[src/rtl/pe_array_stu_arbiter.sv]
// pe_array_stu_arbiter: round-robin packet arbiter merging PE stack-up streams onto one registered upstream bus
module pe_array_stu_arbiter #(
    parameter int NUM_PE = 4,
    parameter int DATA_W = 64,
    parameter int TYPE_W = 2,
    parameter int OOB_W  = 32,
    parameter int CNTL_W = 2
) (
    input  logic                       clk,
    input  logic                       reset_poweron,
    input  logic [NUM_PE-1:0]          pe__stu__valid,
    input  logic [NUM_PE*CNTL_W-1:0]   pe__stu__cntl,
    input  logic [NUM_PE*TYPE_W-1:0]   pe__stu__type,
    input  logic [NUM_PE*DATA_W-1:0]   pe__stu__data,
    input  logic [NUM_PE*OOB_W-1:0]    pe__stu__oob_data,
    output logic [NUM_PE-1:0]          stu__pe__ready,
    output logic                       stu__sys__valid,
    output logic [CNTL_W-1:0]          stu__sys__cntl,
    output logic [TYPE_W-1:0]          stu__sys__type,
    output logic [DATA_W-1:0]          stu__sys__data,
    output logic [OOB_W-1:0]           stu__sys__oob_data,
    input  logic                       sys__stu__ready,
    output logic [$clog2(NUM_PE)-1:0]  stu__sys__peId,
    output logic                       stu__sys__protoErr,
    output logic [15:0]                stu__sys__pktCount
);
    localparam int PW = $clog2(NUM_PE);

    typedef enum logic {IDLE, XFER} state_t;

    state_t          state, state_nxt;
    logic [PW-1:0]   grant, last_grant, pick, idx;
    logic            first_beat, out_valid, accept;
    logic [CNTL_W-1:0] beat_cntl;

    // descending scan so the nearest valid PE after last_grant wins
    always_comb begin
        pick = last_grant;
        idx  = last_grant;
        for (int i = NUM_PE; i >= 1; i--) begin
            idx = PW'((int'(last_grant) + i) % NUM_PE);
            if (pe__stu__valid[idx]) pick = idx;
        end
    end

    assign stu__pe__ready  = (state == XFER && (!out_valid || sys__stu__ready)) ? NUM_PE'(1) << grant : '0;
    assign accept          = |(pe__stu__valid & stu__pe__ready);
    assign beat_cntl       = pe__stu__cntl[grant*CNTL_W +: CNTL_W];
    assign stu__sys__valid = out_valid;

    always_comb begin
        state_nxt = state;
        if (state == IDLE)
            state_nxt = |pe__stu__valid ? XFER : IDLE;
        else if (accept && beat_cntl[1])
            state_nxt = IDLE;
    end

    always_ff @(posedge clk or posedge reset_poweron) begin
        if (reset_poweron) begin
            state              <= IDLE;
            grant              <= '0;
            last_grant         <= PW'(NUM_PE - 1);
            first_beat         <= 1'b0;
            out_valid          <= 1'b0;
            stu__sys__cntl     <= '0;
            stu__sys__type     <= '0;
            stu__sys__data     <= '0;
            stu__sys__oob_data <= '0;
            stu__sys__peId     <= '0;
            stu__sys__protoErr <= 1'b0;
            stu__sys__pktCount <= '0;
        end else begin
            state <= state_nxt;
            if (state == IDLE && |pe__stu__valid) begin
                grant      <= pick;
                first_beat <= 1'b1;
            end
            if (accept) begin
                first_beat         <= 1'b0;
                out_valid          <= 1'b1;
                stu__sys__cntl     <= beat_cntl;
                stu__sys__type     <= pe__stu__type[grant*TYPE_W +: TYPE_W];
                stu__sys__data     <= pe__stu__data[grant*DATA_W +: DATA_W];
                stu__sys__oob_data <= pe__stu__oob_data[grant*OOB_W +: OOB_W];
                stu__sys__peId     <= grant;
                // SOM must appear exactly on the first beat of a grant
                if (first_beat != beat_cntl[0]) stu__sys__protoErr <= 1'b1;
                if (beat_cntl[1]) last_grant <= grant;
            end else if (sys__stu__ready) begin
                out_valid <= 1'b0;
            end
            if (out_valid && sys__stu__ready && stu__sys__cntl[1])
                stu__sys__pktCount <= stu__sys__pktCount + 16'd1;
        end
    end
endmodule

[config.mk]
export PLATFORM = sky130hd
export DESIGN_NAME = pe_array_stu_arbiter
export DESIGN_NICKNAME = d
export VERILOG_FILES = /design/src/rtl/pe_array_stu_arbiter.sv
export SDC_FILE = /design/constraint.sdc
export NUM_CORES = 1
export LEC_CHECK = 0
export CAP_MARGIN = 25
export CORE_AREA = 2 2 204 206
export DETAILED_ROUTE_END_ITERATION = 16
export DIE_AREA = 0 0 206 208
export RECOVER_POWER = 50
export SLEW_MARGIN = 20
export SYNTH_ARGS = -nofsm -noshare
export SYNTH_HDL_FRONTEND = slang
export SYNTH_SLANG_ARGS = --single-unit
[constraint.sdc]
create_clock -name clk -period 5.05 [get_ports clk]
set_input_delay 0.505 -clock clk [delete_from_list [all_inputs] [get_ports clk]]
set_output_delay 0.505 -clock clk [all_outputs]
set_load 0.03 [all_outputs]
# [Word level (Yosys, flattened, before mapping)]
# Index checks and enable logic that the tools add are counted.
[classes] eq_ne=1 n_mul=0 n_div=0 shifts=5 order_cmp=4 n_bitwise=2 n_addsub=5 n_mux=20 reduce_logical=13
[ops] cell="$shiftx A256 B9 Y64" n=1
[ops] cell="$shiftx A128 B8 Y32" n=1
[ops] cell="$add A16 B1 Y16 const B" n=1
[ops] cell="$shiftx A8 B4 Y2" n=2
[ops] cell="$lt A2 B3 Y1 const B" n=4
[ops] cell="$mux W1" n=11
[ops] cell="$bmux W1 S2" n=4
[ops] cell="$mux W2" n=4
[ops] cell="$reduce_or A4 Y1" n=2
[ops] cell="$logic_and A1 B1 Y1" n=5
[ops] cell="$add A2 B1 Y2 const B" n=2
[ops] cell="$add A2 B2 Y2 const B" n=2
[ops] cell="$and A4 B4 Y4" n=1
[ops] cell="$mux W4" n=1
[ops] cell="$reduce_and A2 Y1" n=2
[ops] cell="$reduce_bool A2 Y1" n=2
[ops] cell="$shl A1 B2 Y4 const A" n=1
[ops] cell="$logic_not A1 Y1" n=1
[ops] cell="$logic_or A1 B1 Y1" n=1
[ops] cell="$ne A1 B1 Y1" n=1
[ops] cell="$not A1 Y1" n=1
[word_totals] out_inout_bits=124 mem_bits_rw=0 regBits=126 latchBits=0 inputBits=407 n_memories=0 rom_bits=0

# [Longest topological paths before layout]
[depth] word_depth=9 depth_mapped=7

# [Worst setup path after synthesis]
# OpenSTA, ideal clock, no wires.
[synth_path] path_type="register to output" start="reg grant[0]" end="out stu__pe__ready[0]" stages_incl_launch_ff=4 path_buffers=2 arrival_time_ns=1.453 slack_ns=3.092 t_required_ns=4.545 path_cell_list="dfrtp_1 buf_4 clkbuf_1 nor3_1"
[synth_via] elab_chain_cells=2
[synth_rtl] item="from (decl)" line="32" text="logic [PW-1:0] grant, last_grant, pick, idx;"
[synth_rtl] item="from (signal assigned)" line="76" text="grant <= pick;"
[synth_rtl] item="$shl A1 B2 Y4" line="46" text="assign stu__pe__ready = (state == XFER && (!out_valid || sys__stu__ready)) ? NUM_PE'(1) << grant : '0;"
[synth_rtl] item="$mux W4" line="46"
[synth_rtl] item="to (decl)" line="16" text="output logic [NUM_PE-1:0] stu__pe__ready,"
# Every way passes these cells.

==> flow_summary.yaml <==
global_routing:
  met1_usage: 0.150
  grt_pass1_wl_mm: 42.4
  grt.busiest_layer: "met2"
  gr-usage-met2: 0.237
  grt_pass1_vias: 7089
  antenna_found_initial: 2
  grt_use_total: 0.133
  grt_start_max_net_pins: 105
  overflow: 0
  gr-usage-met3: 0.0439
clocking:
  worst_skew_pair.late_latency_ns: 0.43
  cts.clk_slew.worst_paths_ns: 0.06
  htreeDepth: 4
  cts_buffers: 17
  clkSinkCount: 126
  cts_max_path_buffers: 2
  postCtsHoldBufs: 0
  cts_tree: "done"
  post_cts_buffers: 0
  cts_root_buf: "clkbuf_16"
  post_cts_resized: 0
timing:
  setup_violations: 0
  slew_violations: 37
  fin_hold_ws_ns: 0.477
  min_period_ns: 3.31
  fin_crit_sh: 0.655
  hold_viol: 0
  skew_ns: 0.00877
  relSlewSlack: -0.400
  rsz0062_at_grt: "false"
  clock.fmax_mhz: 302
  setup_tns_ns: 0
  worst_slew_pin_slew_ns: 2.10
synth:
  seq_area_frac_synth: 0.432
  syn_area_per_cell_sq_um: 16.4
  synth_top_area_share: 0.424
  synthFlopType: "dfrtp_1"
  synth_edf_count: 0
  yosys.area.top_type: "dfrtp_1"
  syn_inst: 447
  async_reset_ff_frac: 1.00
  synth_seq_cells: 126
  syn-num-nets: 855
  synth_area_sq_um: 7310
  yosysUniqueCellTypes: 40
  ys.warnings.count: 0
  synth_top_cells_by_area: "dfrtp_1, mux4_2, mux2_2"
detailed_routing:
  dr.first_iter.drc_count: 183
  drtAntennaViolNets: 0
  routed_wl_mm: 29.0
  drt-pass1-iter-count: 4
  drc_errors: 0
  detail_route.wl_per_cell_microns: 19.2
  num_vias: 6373
  vias_per_cell: 4.21
die:
  rows: 74
  die_w_microns: 206
  fp.dieH_microns: 208
  io_pins: 531
  die_area_sq_um: 42800
  initial_core_util: 0.180
  core_region_area_sq_um: 40600
cells_and_area:
  multiInputGateArea_sq_um: 3960
  nets: 1373
  synthToLayoutAreaGrowth_pct: 88.5
  final_util: 0.340
  drive_above_1_share: 0.238
  regArea_sq_um: 3160
  fill_cells: 4051
place:
  place.gp.congestion: 0.824
  portBuffers: 530
  dp_hpwl_mm: 23.3
critical_path:
  critPathArrivalTime_ns: 3.42
  critical_path_class: "in -> async"
  critPathTopFamily: "buffers and inverters"
  cp_slowest_stage_delay_ns: 1.57
  critPathBufInv: 3
  path_max_fanout: 91
  cp_slowest_cell: "clkbuf_1"
  cp.required_ns: 5.16
  end_kind: "asynchronous set/reset pin"
  crit_chain: "dlygate4sd3_1 -> inv_6 -> clkbuf_1"
  setup.worst_path.start_class: "input pin"
power_and_ir_drop:
  p_leak_nw: 5.23
  power_density_nw_per_um2: 557
  finalPower_mw: 7.67
  ir_worst_vdd_uv: 348
hold_path:
  hold_class: "reg -> reg"
run:
  max_cap_violations: 1
outcome:
  status: "finished with violations"
  violations: "max-capacitance violations, max-slew violations"
## per-stage QoR
step | instance area [sq um] | worst slack (ns) | cells
final | 13800 | 1.74 | 1513
after global placement | 13200 | 2.37 | 1478
after CTS | 13800 | 1.83 | 1510
after detailed placement | 13200 | 2.25 | 1478
after global routing | 13800 | 1.14 | 1512
after floorplan | 7310 | 1.19 | 447
## state kept, by name, indices dropped and copies added (netlist names)
register,count
first_beat,1
grant,2
last_grant,2
state,1
stu__sys__cntl,2
stu__sys__data,64
stu__sys__oob_data,32
stu__sys__peId,2
stu__sys__pktCount,16
stu__sys__protoErr,1
stu__sys__type,2
stu__sys__valid,1
## layer usage
layer / wire, microns / part of all wire
met4: 395 / 0.014
met3: 2350 / 0.081
met5: 0 / 0
met2: 15300 / 0.53
met1: 11000 / 0.38
## synthesized netlist by cell type (all sizes together), types with 4 or more instances
master and instances:
buf 24, clkbuf 12, dfrtp 124, mux2 103, mux4 100, nand2 6
nand3 4, nand4 6, nor2 9, nor3 5, xnor2 13
## power by group
group          switching, mW  total (mW)  internal (mW)
combinational           2.13        4.47           2.34
clock                  0.475        1.30          0.830
sequential             0.382        1.89           1.51
## kinds of logic after synthesis
kind of cell,synth area share
compound gates,0.0140
xor+xnor,0.0192
fa+ha+maj,0.00171
buf+inv,0.0277
flops,0.432
mux,0.471
simple gates,0.0349
## cell type report
| type | count | area share |
|---|---|---|
| Timing Repair Buffer | 535 | 0.388 |
| Clock buffer | 23 | 0.0354 |
| Inverter | 3 | 0.00118 |
| Sequential cell | 126 | 0.230 |
| Tap cell | 532 | 0.0483 |
| Multi-Input combinational cell | 282 | 0.287 |
| Clock inverter | 9 | 0.00953 |
| Antenna cell | 3 | 0.000545 |
## cells in the final DEF, fill, tap and decap left out, types with 3 or more instances in the layout
cell and instances:
and3_1 3, and4_1 3, buf_4 3, bufinv_16 3, clkbuf_1 3, clkbuf_16 17, clkbuf_8 4, clkdlybuf4s50_1 480
clkinv_2 3, dfrtp_1 122, diode_2 3, dlygate4sd3_1 50, mux2_1 15, mux2_2 88, mux2i_1 3, mux4_2 100
nand2_1 6, nand3_1 4, nand4_1 6, nor2_1 8, nor3_1 3, xnor2_1 13, xor2_1 3
## worst paths after layout
check                                                    from                                 end  slack, ns  cells past startpoint
max                                             reset_poweron      stu__sys__data[15]$_DFFE_PP0P_       1.74                      3
min                        stu__sys__pktCount[15]$_DFFE_PP0P_  stu__sys__pktCount[15]$_DFFE_PP0P_       0.48                      1
max reg2reg                              grant[1]$_DFFE_PP0P_           last_grant[1]$_DFFE_PP1P_       2.35                      4
min reg2reg                stu__sys__pktCount[15]$_DFFE_PP0P_  stu__sys__pktCount[15]$_DFFE_PP0P_       0.48                      1
max in group clk                         grant[1]$_DFFE_PP0P_                   stu__pe__ready[3]       1.94                      4
min in group asynchronous                       reset_poweron       stu__sys__data[0]$_DFFE_PP0P_       0.74                      2
Power figures use the tool's default switching activity.
